===== config.mk =====
export PLATFORM = sky130hd
export DESIGN_NAME = ysyx_22040088_mem_arb_flat
export DESIGN_NICKNAME = d
export VERILOG_FILES = /design/src/rtl/ysyx_22040088_mem_arb_pkg.sv /design/src/rtl/ysyx_22040088_mem_arb_if.sv /design/src/rtl/ysyx_22040088_mem_arb_rr_arb2.sv /design/src/rtl/ysyx_22040088_mem_arb.sv /design/src/flat_wrapper.sv
export SDC_FILE = /design/constraint.sdc
export NUM_CORES = 1
export LEC_CHECK = 0
export CAP_MARGIN = 20
export CORE_AREA = 2 2 210 212
export CTS_CLUSTER_SIZE = 14
export DETAILED_ROUTE_END_ITERATION = 12
export DIE_AREA = 0 0 212 214
export PLACE_DENSITY = 0.63
export SLEW_MARGIN = 5
export SYNTH_ARGS = -nofsm -noshare
export SYNTH_HDL_FRONTEND = slang
export SYNTH_SLANG_ARGS = --single-unit

===== constraint.sdc =====
create_clock -name clk -period 4.64 [get_ports clk]
set_input_delay 1.392 -clock clk [delete_from_list [all_inputs] [get_ports clk]]
set_output_delay 1.392 -clock clk [all_outputs]
set_load 0.05 [all_outputs]

===== src/rtl/ysyx_22040088_mem_arb_pkg.sv =====
// Shared FSM-state and owner encodings for the IFU/LSU memory arbiter.
// Pure type and function definitions, no timing or flow control of its own.
package ysyx_22040088_pkg;

    typedef enum logic [1:0] {
        ST_IDLE = 2'd0,
        ST_REQ  = 2'd1,
        ST_WAIT = 2'd2,
        ST_RESP = 2'd3
    } state_t;

    typedef enum logic {
        OWN_IF = 1'b0,
        OWN_LS = 1'b1
    } owner_t;

    // grant is one-hot {ls, if}; a zero grant maps to OWN_IF but is never used
    function automatic owner_t grant_owner(input logic [1:0] grant);
        return grant[1] ? OWN_LS : OWN_IF;
    endfunction

endpackage


===== src/rtl/ysyx_22040088_mem_arb_if.sv =====
// IFU/LSU request-response channels plus the shared memory port; slave is the arbiter side.
// Plain wires, no latency; valid/ready handshakes on requests, single-cycle response pulses.
interface ysyx_22040088_mem_arb_if #(
    parameter int AW = 64,
    parameter int DW = 64
);
    logic            if_req_valid;
    logic            if_req_ready;
    logic [AW-1:0]   if_addr;
    logic            if_resp_valid;
    logic [DW-1:0]   if_rdata;

    logic            ls_req_valid;
    logic            ls_req_ready;
    logic            ls_wen;
    logic [AW-1:0]   ls_addr;
    logic [DW-1:0]   ls_wdata;
    logic [DW/8-1:0] ls_wmask;
    logic            ls_resp_valid;
    logic [DW-1:0]   ls_rdata;

    logic            mem_req_valid;
    logic            mem_req_ready;
    logic            mem_wen;
    logic [AW-1:0]   mem_addr;
    logic [DW-1:0]   mem_wdata;
    logic [DW/8-1:0] mem_wmask;
    logic            mem_resp_valid;
    logic [DW-1:0]   mem_rdata;

    modport slave (
        input  if_req_valid, if_addr,
        input  ls_req_valid, ls_wen, ls_addr, ls_wdata, ls_wmask,
        input  mem_req_ready, mem_resp_valid, mem_rdata,
        output if_req_ready, if_resp_valid, if_rdata,
        output ls_req_ready, ls_resp_valid, ls_rdata,
        output mem_req_valid, mem_wen, mem_addr, mem_wdata, mem_wmask
    );

    modport master (
        output if_req_valid, if_addr,
        output ls_req_valid, ls_wen, ls_addr, ls_wdata, ls_wmask,
        output mem_req_ready, mem_resp_valid, mem_rdata,
        input  if_req_ready, if_resp_valid, if_rdata,
        input  ls_req_ready, ls_resp_valid, ls_rdata,
        input  mem_req_valid, mem_wen, mem_addr, mem_wdata, mem_wmask
    );

endinterface


===== src/rtl/ysyx_22040088_mem_arb_rr_arb2.sv =====
// Two-way round-robin selector returning a one-hot grant {valid1, valid0}.
// Purely combinational; on a conflict the requester that did not win last time is chosen.
module ysyx_22040088_rr_arb2
    import ysyx_22040088_pkg::*;
(
    input  logic       valid0,
    input  logic       valid1,
    input  owner_t     last,
    output logic [1:0] grant
);

    always_comb begin
        grant = 2'b00;
        if (valid0 && valid1) begin
            grant = (last == OWN_IF) ? 2'b10 : 2'b01;
        end else if (valid0) begin
            grant = 2'b01;
        end else if (valid1) begin
            grant = 2'b10;
        end
    end

endmodule


===== src/rtl/ysyx_22040088_mem_arb.sv =====
// Arbitrates IFU and LSU onto one memory port, one transaction in flight; 3-cycle minimum accept-to-response.
// Requesters see ready only in IDLE; mem_req_valid and fields are held until mem_req_ready.
module ysyx_22040088_mem_arb
    import ysyx_22040088_pkg::*;
#(
    parameter int AW = 64,
    parameter int DW = 64
) (
    input  logic                  clk,
    input  logic                  rst,
    ysyx_22040088_mem_arb_if.slave bus
);

    localparam int MW = DW / 8;

    state_t          state;
    owner_t          owner;
    owner_t          last_grant;
    logic [1:0]      grant;
    logic            accept;

    logic            mem_req_valid_q;
    logic            mem_wen_q;
    logic [AW-1:0]   mem_addr_q;
    logic [DW-1:0]   mem_wdata_q;
    logic [MW-1:0]   mem_wmask_q;

    logic            if_resp_valid_q;
    logic            ls_resp_valid_q;
    logic [DW-1:0]   if_rdata_q;
    logic [DW-1:0]   ls_rdata_q;

    ysyx_22040088_rr_arb2 u_rr (
        .valid0 (bus.if_req_valid),
        .valid1 (bus.ls_req_valid),
        .last   (last_grant),
        .grant  (grant)
    );

    // readies are gated by reset so an asserted valid cannot be acknowledged during reset
    assign accept           = rst && (state == ST_IDLE) && (grant != 2'b00);
    assign bus.if_req_ready = accept && grant[0];
    assign bus.ls_req_ready = accept && grant[1];

    assign bus.mem_req_valid = mem_req_valid_q;
    assign bus.mem_wen       = mem_wen_q;
    assign bus.mem_addr      = mem_addr_q;
    assign bus.mem_wdata     = mem_wdata_q;
    assign bus.mem_wmask     = mem_wmask_q;
    assign bus.if_resp_valid = if_resp_valid_q;
    assign bus.if_rdata      = if_rdata_q;
    assign bus.ls_resp_valid = ls_resp_valid_q;
    assign bus.ls_rdata      = ls_rdata_q;

    always_ff @(posedge clk or negedge rst) begin
        if (!rst) begin
            state           <= ST_IDLE;
            owner           <= OWN_IF;
            last_grant      <= OWN_IF;
            mem_req_valid_q <= 1'b0;
            mem_wen_q       <= 1'b0;
            mem_addr_q      <= '0;
            mem_wdata_q     <= '0;
            mem_wmask_q     <= '0;
            if_resp_valid_q <= 1'b0;
            ls_resp_valid_q <= 1'b0;
            if_rdata_q      <= '0;
            ls_rdata_q      <= '0;
        end else begin
            if_resp_valid_q <= 1'b0;
            ls_resp_valid_q <= 1'b0;
            case (state)
                ST_IDLE: begin
                    if (accept) begin
                        owner           <= grant_owner(grant);
                        last_grant      <= grant_owner(grant);
                        mem_req_valid_q <= 1'b1;
                        if (grant[1]) begin
                            mem_wen_q   <= bus.ls_wen;
                            mem_addr_q  <= bus.ls_addr;
                            mem_wdata_q <= bus.ls_wdata;
                            mem_wmask_q <= bus.ls_wmask;
                        end else begin
                            mem_wen_q   <= 1'b0;
                            mem_addr_q  <= bus.if_addr;
                            mem_wdata_q <= '0;
                            mem_wmask_q <= '0;
                        end
                        state <= ST_REQ;
                    end
                end
                ST_REQ: begin
                    if (bus.mem_req_ready) begin
                        mem_req_valid_q <= 1'b0;
                        state           <= ST_WAIT;
                    end
                end
                ST_WAIT: begin
                    if (bus.mem_resp_valid) begin
                        if (owner == OWN_LS) begin
                            ls_resp_valid_q <= 1'b1;
                            // a store acknowledge carries no data worth keeping
                            if (!mem_wen_q) begin
                                ls_rdata_q <= bus.mem_rdata;
                            end
                        end else begin
                            if_resp_valid_q <= 1'b1;
                            if_rdata_q      <= bus.mem_rdata;
                        end
                        state <= ST_RESP;
                    end
                end
                ST_RESP: begin
                    state <= ST_IDLE;
                end
                default: begin
                    state <= ST_IDLE;
                end
            endcase
        end
    end

endmodule


===== src/flat_wrapper.sv =====
// flat-port wrapper written by rule: the top's interface ports become plain ports
module ysyx_22040088_mem_arb_flat import ysyx_22040088_pkg::*;
#(
    parameter int AW = 64,
    parameter int DW = 64
)
  (clk, rst, bus_if_req_valid, bus_if_addr, bus_ls_req_valid, bus_ls_wen, bus_ls_addr, bus_ls_wdata, bus_ls_wmask, bus_mem_req_ready, bus_mem_resp_valid, bus_mem_rdata, bus_if_req_ready, bus_if_resp_valid, bus_if_rdata, bus_ls_req_ready, bus_ls_resp_valid, bus_ls_rdata, bus_mem_req_valid, bus_mem_wen, bus_mem_addr, bus_mem_wdata, bus_mem_wmask);
  ysyx_22040088_mem_arb_if #(.AW(AW), .DW(DW)) bus_i ();
  input  logic clk;
  input  logic rst;
  input wire logic [$bits(bus_i.if_req_valid)-1:0] bus_if_req_valid;
  input wire logic [$bits(bus_i.if_addr)-1:0] bus_if_addr;
  input wire logic [$bits(bus_i.ls_req_valid)-1:0] bus_ls_req_valid;
  input wire logic [$bits(bus_i.ls_wen)-1:0] bus_ls_wen;
  input wire logic [$bits(bus_i.ls_addr)-1:0] bus_ls_addr;
  input wire logic [$bits(bus_i.ls_wdata)-1:0] bus_ls_wdata;
  input wire logic [$bits(bus_i.ls_wmask)-1:0] bus_ls_wmask;
  input wire logic [$bits(bus_i.mem_req_ready)-1:0] bus_mem_req_ready;
  input wire logic [$bits(bus_i.mem_resp_valid)-1:0] bus_mem_resp_valid;
  input wire logic [$bits(bus_i.mem_rdata)-1:0] bus_mem_rdata;
  output wire logic [$bits(bus_i.if_req_ready)-1:0] bus_if_req_ready;
  output wire logic [$bits(bus_i.if_resp_valid)-1:0] bus_if_resp_valid;
  output wire logic [$bits(bus_i.if_rdata)-1:0] bus_if_rdata;
  output wire logic [$bits(bus_i.ls_req_ready)-1:0] bus_ls_req_ready;
  output wire logic [$bits(bus_i.ls_resp_valid)-1:0] bus_ls_resp_valid;
  output wire logic [$bits(bus_i.ls_rdata)-1:0] bus_ls_rdata;
  output wire logic [$bits(bus_i.mem_req_valid)-1:0] bus_mem_req_valid;
  output wire logic [$bits(bus_i.mem_wen)-1:0] bus_mem_wen;
  output wire logic [$bits(bus_i.mem_addr)-1:0] bus_mem_addr;
  output wire logic [$bits(bus_i.mem_wdata)-1:0] bus_mem_wdata;
  output wire logic [$bits(bus_i.mem_wmask)-1:0] bus_mem_wmask;
  assign bus_i.if_req_valid = bus_if_req_valid;
  assign bus_i.if_addr = bus_if_addr;
  assign bus_i.ls_req_valid = bus_ls_req_valid;
  assign bus_i.ls_wen = bus_ls_wen;
  assign bus_i.ls_addr = bus_ls_addr;
  assign bus_i.ls_wdata = bus_ls_wdata;
  assign bus_i.ls_wmask = bus_ls_wmask;
  assign bus_i.mem_req_ready = bus_mem_req_ready;
  assign bus_i.mem_resp_valid = bus_mem_resp_valid;
  assign bus_i.mem_rdata = bus_mem_rdata;
  assign bus_if_req_ready = bus_i.if_req_ready;
  assign bus_if_resp_valid = bus_i.if_resp_valid;
  assign bus_if_rdata = bus_i.if_rdata;
  assign bus_ls_req_ready = bus_i.ls_req_ready;
  assign bus_ls_resp_valid = bus_i.ls_resp_valid;
  assign bus_ls_rdata = bus_i.ls_rdata;
  assign bus_mem_req_valid = bus_i.mem_req_valid;
  assign bus_mem_wen = bus_i.mem_wen;
  assign bus_mem_addr = bus_i.mem_addr;
  assign bus_mem_wdata = bus_i.mem_wdata;
  assign bus_mem_wmask = bus_i.mem_wmask;
  ysyx_22040088_mem_arb #(.AW(AW), .DW(DW)) u_core (.clk(clk), .rst(rst), .bus(bus_i));
endmodule

# After elaboration in Yosys (flattened, before gate mapping)

Index checks and enable logic that the tools add are counted.

Register bits after elaboration: 271
Bits of input ports: 271
Output and inout bits: 270
Word-level logic and storage cells: 54

Equal/unequal tests: 6
Mux-type cells: 22
Bitwise gates (word level): 2
Reductions and logical operators: 13

Operator list:

| cell                                                            | count |
|---|---|
| 64-bit two-way mux                                              | 2 |
| 2-bit two-way mux                                               | 7 |
| 1-bit two-way mux                                               | 10 |
| 3-bit AND reduction                                             | 3 |
| 8-bit two-way mux                                               | 1 |
| 2-bit one-hot mux with 4 select lines                           | 1 |
| 1-bit logical AND                                               | 5 |
| 2-bit == test, second input constant                            | 2 |
| 2-bit != test, second input constant                            | 2 |
| 4-bit AND reduction                                             | 1 |
| 2-bit nonzero test                                              | 2 |
| 2-bit by 1-bit == test with 1-bit output, second input constant | 1 |
| 2-bit zero test                                                 | 1 |
| 2-bit by 1-bit != test with 1-bit output, second input constant | 1 |
| 1-bit NOT                                                       | 2 |
| 1-bit one-hot mux with 2 select lines                           | 1 |
| 2-bit AND reduction                                             | 1 |

# Logic depth before layout (Yosys ltp)

Depth after elaboration: 7
Depth in mapped cells: 7
Mapped depth without buffers: 5

# By module

From an unflattened synthesis, not the netlist that was laid out.

Cells, all modules: 743
Area, all modules: 10879.2 um^2

Modules (own cells, without submodules):

| module                | instances | cells an instance | area each (um^2) |
|---|---|---|---|
| ysyx_22040088_mem_arb | 1         | 740               | 10860.4 |
| ysyx_22040088_rr_arb2 | 1         | 3                 | 18.8 |

# Least setup slack after synthesis

No wires, ideal clock.

Path kind: input-to-output
Start: input bus_if_req_valid
End: output bus_if_req_ready
Arrival: 2488 ps
Required time: 3248 ps
Path slack: 760 ps
Cell stages on the path: 4
Path through: o211ai_2 -> buf_2 -> buf_2 -> nor2_1

Cells in the longest elaborated chain, start to end: 5

Ends and longest elaborated chain:

| element                                                | RTL line                                                                 | RTL |
|---|---|---|
| from (decl)                                            | flat_wrapper.sv:11                                                       | `input wire logic [$bits(bus_i.if_req_valid)-1:0] bus_if_req_valid;` |
| 2-bit two-way mux or 1-bit logical AND (tied branches) | ysyx_22040088_mem_arb_rr_arb2.sv:16, ysyx_22040088_mem_arb_rr_arb2.sv:14 |  |
| 2-bit two-way mux (*)                                  | ysyx_22040088_mem_arb_rr_arb2.sv:14                                      | `if (valid0 && valid1) begin` |
| 2-bit nonzero test                                     | ysyx_22040088_mem_arb.sv:41                                              | `assign accept = rst && (state == ST_IDLE) && (grant != 2'b00);` |
| 1-bit logical AND                                      | ysyx_22040088_mem_arb.sv:41                                              |  |
| 1-bit logical AND (*)                                  | ysyx_22040088_mem_arb.sv:42                                              | `assign bus.if_req_ready = accept && grant[0];` |
| to (decl)                                              | flat_wrapper.sv:21                                                       | `output wire logic [$bits(bus_i.if_req_ready)-1:0] bus_if_req_ready;` |

Mark *: on every way between the ends. The rest lies on a longest branch, timed or not.

# Worst setup path in the final report

Same ends and word-level chain as after synthesis.

==> impl_results.md <==
- Rel. slew slack: a little over a third
- Slowest stage delay, CP: roughly 650 ps
- Setup TNS: 0 ps
- Hold-fix buffers at CTS: 0
- Crit. Startpoint: bus_if_req_valid
- Post-synthesis net count: ~1.1k
- Drt initial violations: about 420
- CTS Buf Count: 31
- Stages on the worst setup path: 4
- Clock buffer depth: 3
- Vias/cell: about 4.4
- Worst-path maximum fanout: 6
- Syn avg cell area: around 13 um^2
- Post-layout util: between 40% and 50%
- Drt first pass iters: 4
- Syn Std Cell Area: 0.0107 mm^2
- Max Fclk: between 0.2 and 0.25 GHz
- Crit-path slowest cell: clkdlybuf4s50_1
- Die X: between 200 and 250 um
- Largest net degree at the start of global routing: 142
- RR Endpoint: u_core.bus.mem_addr[54]$_DFFE_PN0P_
- Postcts setup bufs: 0
- P_leak: 7.73 nW
- Clock Skews: roughly 8.4 ps
- RSZ-0062 raised after global routing: false
- Status: finished clean
- Synth Register Bits: between 200 and 300
- CTS tree: done
- Die area: around 0.045 mm^2
- GPL Wtd Cong: 0.760
- GRT Total Usage: 15.3%
- Area Growth Syn to Fin: 65.8%
- Starting density of the core: 25.0%
- Post-synthesis instance total: approximately 800
- Critical path required time: 3250 ps
- Total of max-cap violations: 0
- Arr. time, crit path: approximately 2800 ps
- Antenna Violating Nets Remaining: 0
- Yosys warns: 0
- Final Max Slew Viols: 0
- Dpl cell area: between 0.015 and 0.02 mm^2
- Root Driver: clkbuf_16
- Vias in the first global route: about 9.3k
- Critical path's top delay family: buffers and inverters
- Worst Setup EP: bus_if_req_ready
- Worst R2R Path Depth: 7
- IO Port Bufs: between 500 and 600
- Seq/Total Area, Yosys: a little over three fifths
- Clock Latency Late Sink: approximately 570 ps
- Final net count: 1616
- Count of cell types in the netlist: 27
- Total Routed Length: 36000 um
- PostCTS Resize Cnt: 0
- Final WS setup: slightly below 500 ps
- IO Pins: between 500 and 600
- DR WL/cell: about 18 um
- Setup violators final: 0
- Overall power: approximately 16 mW
- CP Cell Sequence: clkdlybuf4s50_1, o21ai_0, nor2_1, buf_12
- Setup Crit Path Kind: in -> out
- First-pass GRT wire length: around 55000 um
- Die Height: 214 um
- Final period util: roughly nine tenths
- Core footprint: roughly 0.043 mm^2
- Layout cell share with drive strength beyond 1: between 10% and 20%
- Aggregate global routing overflow: 0
- Startpoint types: primary input
- Max IR drop VDD: between 400 and 500 uV
- Fin crit period: approximately 4100 ps
- Reg2reg setup slack: between 1500 and 2000 ps
- Hpwl dp: 25700 um
- Worst-Margin Slew: 952 ps
- Row count: 76
- Clk slew on worst S/H paths: 60 ps
- Final instance area: approximately 0.018 mm^2
- Hold WC Path Type: reg -> reg
- PwrDens: between 800 and 900 mW/mm^2
- Critical R2R Launch: u_core.state[0]$_DFFE_PN0P_
- CTS Sinks: 271
- Initial antenna violation count: 3
- H-tree depth: 1
- DRC: 0
- Nature of the critical path endpoint: primary output
- DR vias: 8593
- Final Hold Vio Count: 0
- CP Buf/Inv Count: 2
- Pre-CTS setup slack: between 400 and 500 ps
[power by group]
part	leakage, nW	switching, mW	internal (mW)
sequential	3.28	0.655	3.53
clock	0.519	1.00	1.50
combinational	3.93	5.66	3.26
[layer usage]
layer | vias up | part of all wire, % | track usage, % | routed length, um
li1 | 3918 | - | - | -
met1 | 4240 | 40 | 17.9 | 14300
met2 | 376 | 48 | 26.4 | 17300
met3 | 55 | 9.9 | 5.45 | 3550
met4 | 4 | 2.2 | 4.04 | 802
met5 | - | 0.075 | 0 | 27
[cells in the mapped netlist (all sizes together)]
cell type	number	share of area (%)
nand3b	1	0.070
a21boi	1	0.070
dfrtp	271	63
nor2b	1	0.058
nor2	65	2.3
inv	6	0.21
o211a	1	0.093
a21o	1	0.070
ha	3	0.35
buf	43	2.6
a31oi	1	0.058
and3	2	0.12
o211ai	1	0.12
nand2	65	2.3
clkbuf	15	0.52
a21oi	129	6.0
mux2	129	16
a21bo	1	0.093
o32a	1	0.093
a22o	73	6.0
o21ai	2	0.093
a221oi	1	0.082
nand2b	1	0.058
[area by class of cell]
type                    instances  area (um^2)
fillers                      4080        25100
flip-flops and latches        271         6780
repair buffers                553         5590
multi-input cells             479         3630
clock buffers                  44          895
well taps                     585          732
clock inverters                11          145
inverters                       6         22.5
diodes                          1         2.50
[flip-flops by register name (all words and copies together), names as in the netlist]
name / cells
u_core.bus.mem_wdata: 64
u_core.last_grant: 1
u_core.bus.if_resp_valid: 1
u_core.bus.ls_rdata: 64
u_core.bus.ls_resp_valid: 1
u_core.bus.if_rdata: 64
u_core.bus.mem_addr: 64
u_core.state: 2
u_core.bus.mem_wmask: 8
u_core.bus.mem_wen: 1
u_core.bus.mem_req_valid: 1
[how the worst min path moves through the flow]
stage | startpoint | endpoint | slack [ps] | cells past startpoint
after floorplan | u_core.state[0]$_DFFE_PN0P_ | u_core.state[0]$_DFFE_PN0P_ | 500 | 1
after global placement | u_core.bus.if_rdata[41]$_DFFE_PN0P_ | u_core.bus.if_rdata[41]$_DFFE_PN0P_ | 490 | 1
after detailed placement | u_core.bus.mem_wdata[15]$_DFFE_PN0P_ | u_core.bus.mem_wdata[15]$_DFFE_PN0P_ | 490 | 1
after CTS | u_core.bus.if_rdata[18]$_DFFE_PN0P_ | u_core.bus.if_rdata[18]$_DFFE_PN0P_ | 510 | 1
after global routing | u_core.bus.if_rdata[58]$_DFFE_PN0P_ | u_core.bus.if_rdata[58]$_DFFE_PN0P_ | 510 | 1
final | u_core.bus.mem_wdata[55]$_DFFE_PN0P_ | u_core.bus.mem_wdata[55]$_DFFE_PN0P_ | 500 | 1
[through the flow]
| stage | hold slack [ps] | instances |
|---|---|---|
| global route | 512 | 1949 |
| finish | 502 | 1950 |
| global placement | 487 | 1894 |
| CTS | 505 | 1949 |
| detailed placement | 490 | 1894 |
| floorplan | 500 | 814 |
[logic make-up after synthesis]
| logic type | count (synthesis) | share of synthesized area [%] |
|---|---|---|
| adders and majority gates | 3 | 0.350 |
| muxes | 129 | 15.6 |
| and+or+nand+nor | 135 | 4.85 |
| DFF | 271 | 63.2 |
| buffers and inverters | 64 | 3.29 |
| AOI/OAI and AO/OA | 212 | 12.7 |
[placed cells by master (no fill, tap or decap), types with 2 or more instances in the layout]
cell type	synthesis	routed
mux2_2	69	69
clkbuf_8	0	7
a21oi_1	129	129
nor2_1	65	65
buf_4	7	8
buf_12	0	7
a22o_1	73	73
mux2_4	60	60
o21ai_0	2	2
clkdlybuf4s50_1	0	537
inv_1	6	6
bufinv_16	0	3
clkbuf_16	0	31
ha_1	3	3
nand2_1	65	65
clkinv_2	0	7
dfrtp_1	271	271
clkbuf_1	15	6
Power figures use the tool's default switching activity.
